File: config.mk
export PLATFORM = sky130hd
export DESIGN_NAME = ad9361_rx_port_gen
export DESIGN_NICKNAME = d
export VERILOG_FILES = /design/src/rtl/ad9361_ssi_pkg.sv /design/src/rtl/ad9361_sample_fifo.sv /design/src/rtl/ad9361_rx_port_gen.sv
export SDC_FILE = /design/constraint.sdc
export NUM_CORES = 1
export LEC_CHECK = 0
export ABC_AREA = 1
export CAP_MARGIN = 20
export CORE_MARGIN = 5
export CORE_UTILIZATION = 23
export CTS_CLUSTER_DIAMETER = 80
export DETAILED_ROUTE_END_ITERATION = 8
export PLACE_DENSITY_LB_ADDON = 0.15
export SYNTH_ARGS = -nofsm -noshare
export SYNTH_HDL_FRONTEND = slang
export SYNTH_SLANG_ARGS = --single-unit
File: constraint.sdc
create_clock -name clk -period 5.1 [get_ports clk]
set_clock_uncertainty 0.1 [all_clocks]
set_input_delay 1.02 -clock clk [delete_from_list [all_inputs] [get_ports clk]]
set_output_delay 1.02 -clock clk [all_outputs]
set_load 0.1 [all_outputs]
File: src/rtl/ad9361_ssi_pkg.sv
// rtl/ad9361_ssi_pkg.sv - shared types, widths and word selection for the AD9361 RX port generator
package ad9361_ssi_pkg;

    localparam int LANE_WIDTH   = 6;
    localparam int SAMPLE_WIDTH = 12;
    localparam int SET_WIDTH    = 4 * SAMPLE_WIDTH;

    typedef enum logic [1:0] {
        IDLE  = 2'd0,
        RUN   = 2'd1,
        DRAIN = 2'd2
    } state_t;

    // Index of the final word of a frame: 4 words per frame in 1R1T, 8 in 2R2T.
    function automatic logic [2:0] last_word(input logic mode);
        return mode ? 3'd7 : 3'd3;
    endfunction

    // Frame strobe: high on the first half of the frame in 1R1T, on the ch0 half in 2R2T.
    function automatic logic frame_bit(input logic [2:0] wc, input logic mode);
        return mode ? ~wc[2] : ~wc[1];
    endfunction

    // Picks the 6-bit word for position wc: I hi, Q hi, I lo, Q lo; ch1 occupies words 4-7 in 2R2T.
    function automatic logic [LANE_WIDTH-1:0] word_sel(
        input logic [SET_WIDTH-1:0] smp_set,
        input logic [2:0]           wc,
        input logic                 mode
    );
        logic [SAMPLE_WIDTH-1:0] i_s;
        logic [SAMPLE_WIDTH-1:0] q_s;
        logic [LANE_WIDTH-1:0]   w;
        if (mode && wc[2]) begin
            i_s = smp_set[3*SAMPLE_WIDTH-1:2*SAMPLE_WIDTH];
            q_s = smp_set[4*SAMPLE_WIDTH-1:3*SAMPLE_WIDTH];
        end else begin
            i_s = smp_set[SAMPLE_WIDTH-1:0];
            q_s = smp_set[2*SAMPLE_WIDTH-1:SAMPLE_WIDTH];
        end
        case (wc[1:0])
            2'd0:    w = i_s[SAMPLE_WIDTH-1:LANE_WIDTH];
            2'd1:    w = q_s[SAMPLE_WIDTH-1:LANE_WIDTH];
            2'd2:    w = i_s[LANE_WIDTH-1:0];
            default: w = q_s[LANE_WIDTH-1:0];
        endcase
        return w;
    endfunction

endpackage

File: src/rtl/ad9361_sample_fifo.sv
// rtl/ad9361_sample_fifo.sv - synchronous sample-set FIFO with registered ready/empty flags
module ad9361_sample_fifo #(
    parameter int DEPTH = 4,
    parameter int WIDTH = 48
) (
    input  logic             clk,
    input  logic             rst_n,
    input  logic             push_i,
    input  logic [WIDTH-1:0] push_data_i,
    input  logic             pop_i,
    output logic [WIDTH-1:0] head_o,
    output logic             empty_o,
    output logic             ready_o
);

    localparam int AW = $clog2(DEPTH);
    localparam logic [AW:0] FULL_COUNT = (AW + 1)'(DEPTH);

    logic [WIDTH-1:0] mem_q [DEPTH];
    logic [AW-1:0]    wptr_q;
    logic [AW-1:0]    rptr_q;
    logic [AW:0]      count_q;
    logic [AW:0]      count_d;
    logic             empty_q;
    logic             ready_q;
    logic             do_push;
    logic             do_pop;

    // Pushes are gated by the registered ready flag, pops by the registered empty flag.
    assign do_push = push_i && ready_q;
    assign do_pop  = pop_i && !empty_q;
    assign count_d = count_q + (AW + 1)'(do_push) - (AW + 1)'(do_pop);

    assign head_o  = mem_q[rptr_q];
    assign empty_o = empty_q;
    assign ready_o = ready_q;

    // Pointer, occupancy and flag registers; ready stays low while reset is asserted.
    always_ff @(posedge clk or negedge rst_n) begin
        if (!rst_n) begin
            wptr_q  <= '0;
            rptr_q  <= '0;
            count_q <= '0;
            empty_q <= 1'b1;
            ready_q <= 1'b0;
        end else begin
            if (do_push) begin
                wptr_q <= wptr_q + AW'(1);
            end
            if (do_pop) begin
                rptr_q <= rptr_q + AW'(1);
            end
            count_q <= count_d;
            empty_q <= (count_d == '0);
            ready_q <= (count_d != FULL_COUNT);
        end
    end

    // Storage array, written on accepted pushes only.
    always_ff @(posedge clk) begin
        if (do_push) begin
            mem_q[wptr_q] <= push_data_i;
        end
    end

endmodule

File: src/rtl/ad9361_rx_port_gen.sv
// rtl/ad9361_rx_port_gen.sv - device-side AD9361 RX data port generator (frame + 6-bit words)
module ad9361_rx_port_gen
    import ad9361_ssi_pkg::*;
#(
    parameter int FIFO_DEPTH = 4
) (
    input  logic                  clk,
    input  logic                  resetn,
    input  logic                  enable,
    input  logic                  mode_2r2t,
    input  logic                  s_valid,
    output logic                  s_ready,
    input  logic [SET_WIDTH-1:0]  s_data,
    output logic                  rx_frame,
    output logic [LANE_WIDTH-1:0] rx_data,
    output logic                  busy,
    output logic                  underflow,
    output logic [15:0]           underflow_count
);

    logic                  fifo_pop;
    logic [SET_WIDTH-1:0]  fifo_head;
    logic                  fifo_empty;

    state_t                state_q;
    state_t                state_d;
    logic [2:0]            wc_q;
    logic [2:0]            wc_d;
    logic                  mode_q;
    logic                  mode_d;
    logic                  active_q;
    logic                  active_d;
    logic [SET_WIDTH-1:0]  set_q;
    logic [SET_WIDTH-1:0]  set_d;
    logic                  rx_frame_q;
    logic                  rx_frame_d;
    logic [LANE_WIDTH-1:0] rx_data_q;
    logic [LANE_WIDTH-1:0] rx_data_d;
    logic                  busy_q;
    logic                  busy_d;
    logic                  underflow_q;
    logic                  underflow_d;
    logic [15:0]           ucount_q;
    logic [15:0]           ucount_d;
    logic                  frame_end;

    ad9361_sample_fifo #(
        .DEPTH (FIFO_DEPTH),
        .WIDTH (SET_WIDTH)
    ) u_fifo (
        .clk         (clk),
        .rst_n       (resetn),
        .push_i      (s_valid),
        .push_data_i (s_data),
        .pop_i       (fifo_pop),
        .head_o      (fifo_head),
        .empty_o     (fifo_empty),
        .ready_o     (s_ready)
    );

    // Next-state: FSM, word counter, frame-boundary pop/underflow and the next output word.
    always_comb begin
        state_d     = state_q;
        wc_d        = wc_q;
        mode_d      = mode_q;
        active_d    = active_q;
        set_d       = set_q;
        fifo_pop    = 1'b0;
        underflow_d = 1'b0;
        ucount_d    = ucount_q;
        frame_end   = !active_q || (wc_q == last_word(mode_q));

        case (state_q)
            IDLE: begin
                mode_d   = mode_2r2t;
                wc_d     = 3'd0;
                active_d = 1'b0;
                set_d    = '0;
                if (enable) begin
                    state_d = RUN;
                end
            end
            default: begin
                if (frame_end) begin
                    if (enable) begin
                        // New frame: mode is sampled here, so mid-frame changes wait for this point.
                        state_d  = RUN;
                        active_d = 1'b1;
                        wc_d     = 3'd0;
                        mode_d   = mode_2r2t;
                        if (!fifo_empty) begin
                            fifo_pop = 1'b1;
                            set_d    = fifo_head;
                        end else begin
                            set_d       = '0;
                            underflow_d = 1'b1;
                            if (ucount_q != 16'hFFFF) begin
                                ucount_d = ucount_q + 16'd1;
                            end
                        end
                    end else begin
                        state_d  = IDLE;
                        active_d = 1'b0;
                        wc_d     = 3'd0;
                        set_d    = '0;
                    end
                end else begin
                    wc_d = wc_q + 3'd1;
                    if (!enable) begin
                        state_d = DRAIN;
                    end
                end
            end
        endcase

        busy_d     = (state_d != IDLE);
        rx_frame_d = active_d && frame_bit(wc_d, mode_d);
        rx_data_d  = active_d ? word_sel(set_d, wc_d, mode_d) : '0;
    end

    // State and output registers; reset clears everything immediately, even mid-frame.
    always_ff @(posedge clk or negedge resetn) begin
        if (!resetn) begin
            state_q     <= IDLE;
            wc_q        <= 3'd0;
            mode_q      <= 1'b0;
            active_q    <= 1'b0;
            set_q       <= '0;
            rx_frame_q  <= 1'b0;
            rx_data_q   <= '0;
            busy_q      <= 1'b0;
            underflow_q <= 1'b0;
            ucount_q    <= 16'd0;
        end else begin
            state_q     <= state_d;
            wc_q        <= wc_d;
            mode_q      <= mode_d;
            active_q    <= active_d;
            set_q       <= set_d;
            rx_frame_q  <= rx_frame_d;
            rx_data_q   <= rx_data_d;
            busy_q      <= busy_d;
            underflow_q <= underflow_d;
            ucount_q    <= ucount_d;
        end
    end

    assign rx_frame        = rx_frame_q;
    assign rx_data         = rx_data_q;
    assign busy            = busy_q;
    assign underflow       = underflow_q;
    assign underflow_count = ucount_q;

endmodule

==> reports/metrics.yaml <==
status: "finished, final reports clean"
endpoint_kind: "register"
die_width_um: 238
max-slew-margin-rel: 0.314
synth_fp_nets: 1203
hold_slack_ps: 374
power_mw: 7.76
initial_core_util: 0.232
setup_viol: 0
slew_viol_final: 0
max_freq_mhz: 300
grt_setup_unrepaired: "false"
hold_violations: 0
final_core_util: 0.283
viasPerCell: 4.09
ys_types: 36
ctsResizeCount: 0
layout.nets: 1279
dp_hpwl_mm: 18.5
ios: 79
syn_inst: 1141
wl_per_cell_um: 16.1
cts_tree: "done"
design.core.area_um2: 51400
htreeDepth: 2
cp.required_ps: 5390
fill_cells: 5339
port-buffer-count: 78
ys_seq_elements: 281
fin_ws_ps: 1770
cts.clk_slew.worst_paths_ps: 50
grt_pass1_vias: 7892
routabilityCongestion: 0.771
critical_path_peak_fanout: 8
antenna_left: 0
clock_path_buffers: 3
postCtsSetupRepairBufs: 0
syn_to_final_growth_pct: 21.8
root_buffer: "clkbuf_16"
start_kind: "input port"
gr-total-overflow: 0
layout.cells.non_filler: 1923
ys_seq_area_frac: 0.670
clock_latency_ps: 530
seq_area_um2: 8000
grt_max_degree: 61
firstDrtPassIters: 5
p_leak_nw: 6.00
placed_cells: 1860
placed_area_um2: 13400
tightest_slew_ps: 1030
wirelength_mm: 30.9
holdBufCountCts: 0
grt_pass1_wl_mm: 48.4
grt.total_usage: 0.110
insertedDiodeCount: 0
post-route-min-period_ps: 3330
yosysWarnings: 0
drc: 0
pre_cts_slack_ps: 1250
design_area_um2: 14500
die_h_um: 238
p_per_area_nw_per_um2: 534
numCtsBuffers: 35
dieArea_um2: 56600
setup.worst_path.class: "in -> reg"
min_path_type: "reg -> reg"
fp-row-count: 83
antenna_found_initial: 0
fin_crit_sh: 0.654
cap_violations: 0
vias: 7867
ir_worst_vdd_v: 0.000243
drive_gt1_frac: 0.0740
numClockSinks: 281
fin_tns_setup_ps: 0
multi_input_area_um2: 3260
synth_area_um2: 11900
drt_iter0_drc: 349
crit_arrival_ps: 3620
syn_area_per_cell_um2: 10.5
[routing by layer]
layer  track usage  wire, um
met5             0         0
met4        0.0285       521
met3        0.0228      1290
met2         0.179     14800
met1         0.150     14200
[registers in the layout, summed over array words and instances, names as in the netlist, 2 cells and up]
signal,cells
set_q,48
u_fifo.wptr_q,2
u_fifo.mem_q,192
u_fifo.rptr_q,2
state_q,2
underflow_count,16
wc_q,3
rx_data,6
u_fifo.count_q,3
[final cells by class]
class	count	share of cell area
tap	680	0.0585
sequential	281	0.550
multi-input combinational	694	0.224
clock inverter	13	0.00861
timing repair buffer	91	0.0611
inverter	114	0.0294
clock buffer	50	0.0677
[critical path: stages]
cell and delay (ps):
clkdlybuf4s50_1 650, nand2_2 130, nor2_4 230, nand2_1 180, inv_1 180, ha_1 250
inv_1 60, ha_1 130, inv_1 50, fa_1 410, xnor2_1 260, nand2_1 80
[cell usage in the layout, fill, tap and decap left out, types with 2 or more instances in the layout]
master / netlist / final
nand2_1: 304 / 304
edfxtp_1: 192 / 192
nor2_1: 128 / 124
nand3_1: 117 / 117
inv_1: 112 / 111
dfrtp_1: 88 / 86
clkdlybuf4s50_1: 0 / 77
o21ai_0: 44 / 44
clkbuf_16: 0 / 36
o21a_1: 18 / 18
a21oi_1: 16 / 16
buf_4: 2 / 13
clkbuf_1: 11 / 11
xnor2_1: 9 / 9
xor2_1: 9 / 9
nand4_1: 8 / 8
ha_1: 8 / 8
nor2_4: 2 / 6
clkinv_2: 0 / 5
nand2_2: 4 / 4
nor2_2: 4 / 4
or2_2: 4 / 4
clkinv_1: 0 / 4
inv_2: 2 / 3
o22ai_1: 3 / 3
nor4_1: 3 / 3
clkbuf_8: 0 / 3
nand3_4: 2 / 2
nand2_4: 2 / 2
o21ai_1: 2 / 2
bufinv_16: 0 / 2
dfrtp_2: 0 / 2
[power breakdown]
part	switching [mW]	leakage [nW]	total [mW]	internal [mW]
clock	0.932	0.544	2.38	1.45
combinational	1.71	2.53	2.32	0.604
sequential	0.139	2.93	3.06	2.93
total	2.78	6.00	7.76	4.97
[worst paths after layout]
kind	start	end	slack, ps	depth (start not counted)
setup / recovery	enable	u_fifo.ready_o$_DFF_PN0_	1770	12
hold / removal	wc_q[0]$_DFF_PN0_	wc_q[0]$_DFF_PN0_	370	1
setup reg to reg	state_q[0]$_DFF_PN0_	u_fifo.ready_o$_DFF_PN0_	1860	14
hold reg to reg	wc_q[0]$_DFF_PN0_	wc_q[0]$_DFF_PN0_	370	1
max in group asynchronous	resetn	rx_frame$_DFF_PN0_	3400	2
min in group asynchronous	resetn	underflow_count[6]$_DFFE_PN0P_	410	1
[logic make-up after synthesis]
logic type | Yosys count | synth area share
buf+inv | 166 | 0.0594
xor+xnor | 18 | 0.0132
compound gates | 85 | 0.0404
flops | 281 | 0.670
fa+ha+maj | 9 | 0.0101
simple gates | 582 | 0.207
[cells in the mapped netlist]
cell type  instances  area (um2)
nand2_1          304        1140
edfxtp_1         192        5770
nor2_1           128         480
nand3_1          117         586
inv_1            112         420
dfrtp_1           88        2200
o21ai_0           44         220
buf_2             33         165
o21a_1            18         135
a21oi_1           16        80.1
clkbuf_1          11        41.3
xnor2_1            9        78.8
xor2_1             9        78.8
ha_1               8         100
nand4_1            8        50.1
buf_6              5        56.3
nand2_2            4        25.0
nor2_2             4        25.0
or2_2              4        25.0
nor4_1             3        18.8
o22ai_1            3        18.8
buf_4              2        15.0
inv_2              2        7.51
nand2_4            2        22.5
nand3_4            2        35.0
nor2_4             2        22.5
o21ai_1            2        10.0
and2_1             1        6.26
buf_1              1        3.75
dfstp_2            1        26.3
fa_1               1        20.0
nand4_4            1        21.3
nor3_1             1        5.00
nor3_2             1        10.0
o211a_1            1        10.0
o31ai_1            1        7.51
Power figures use the tool's default switching activity.
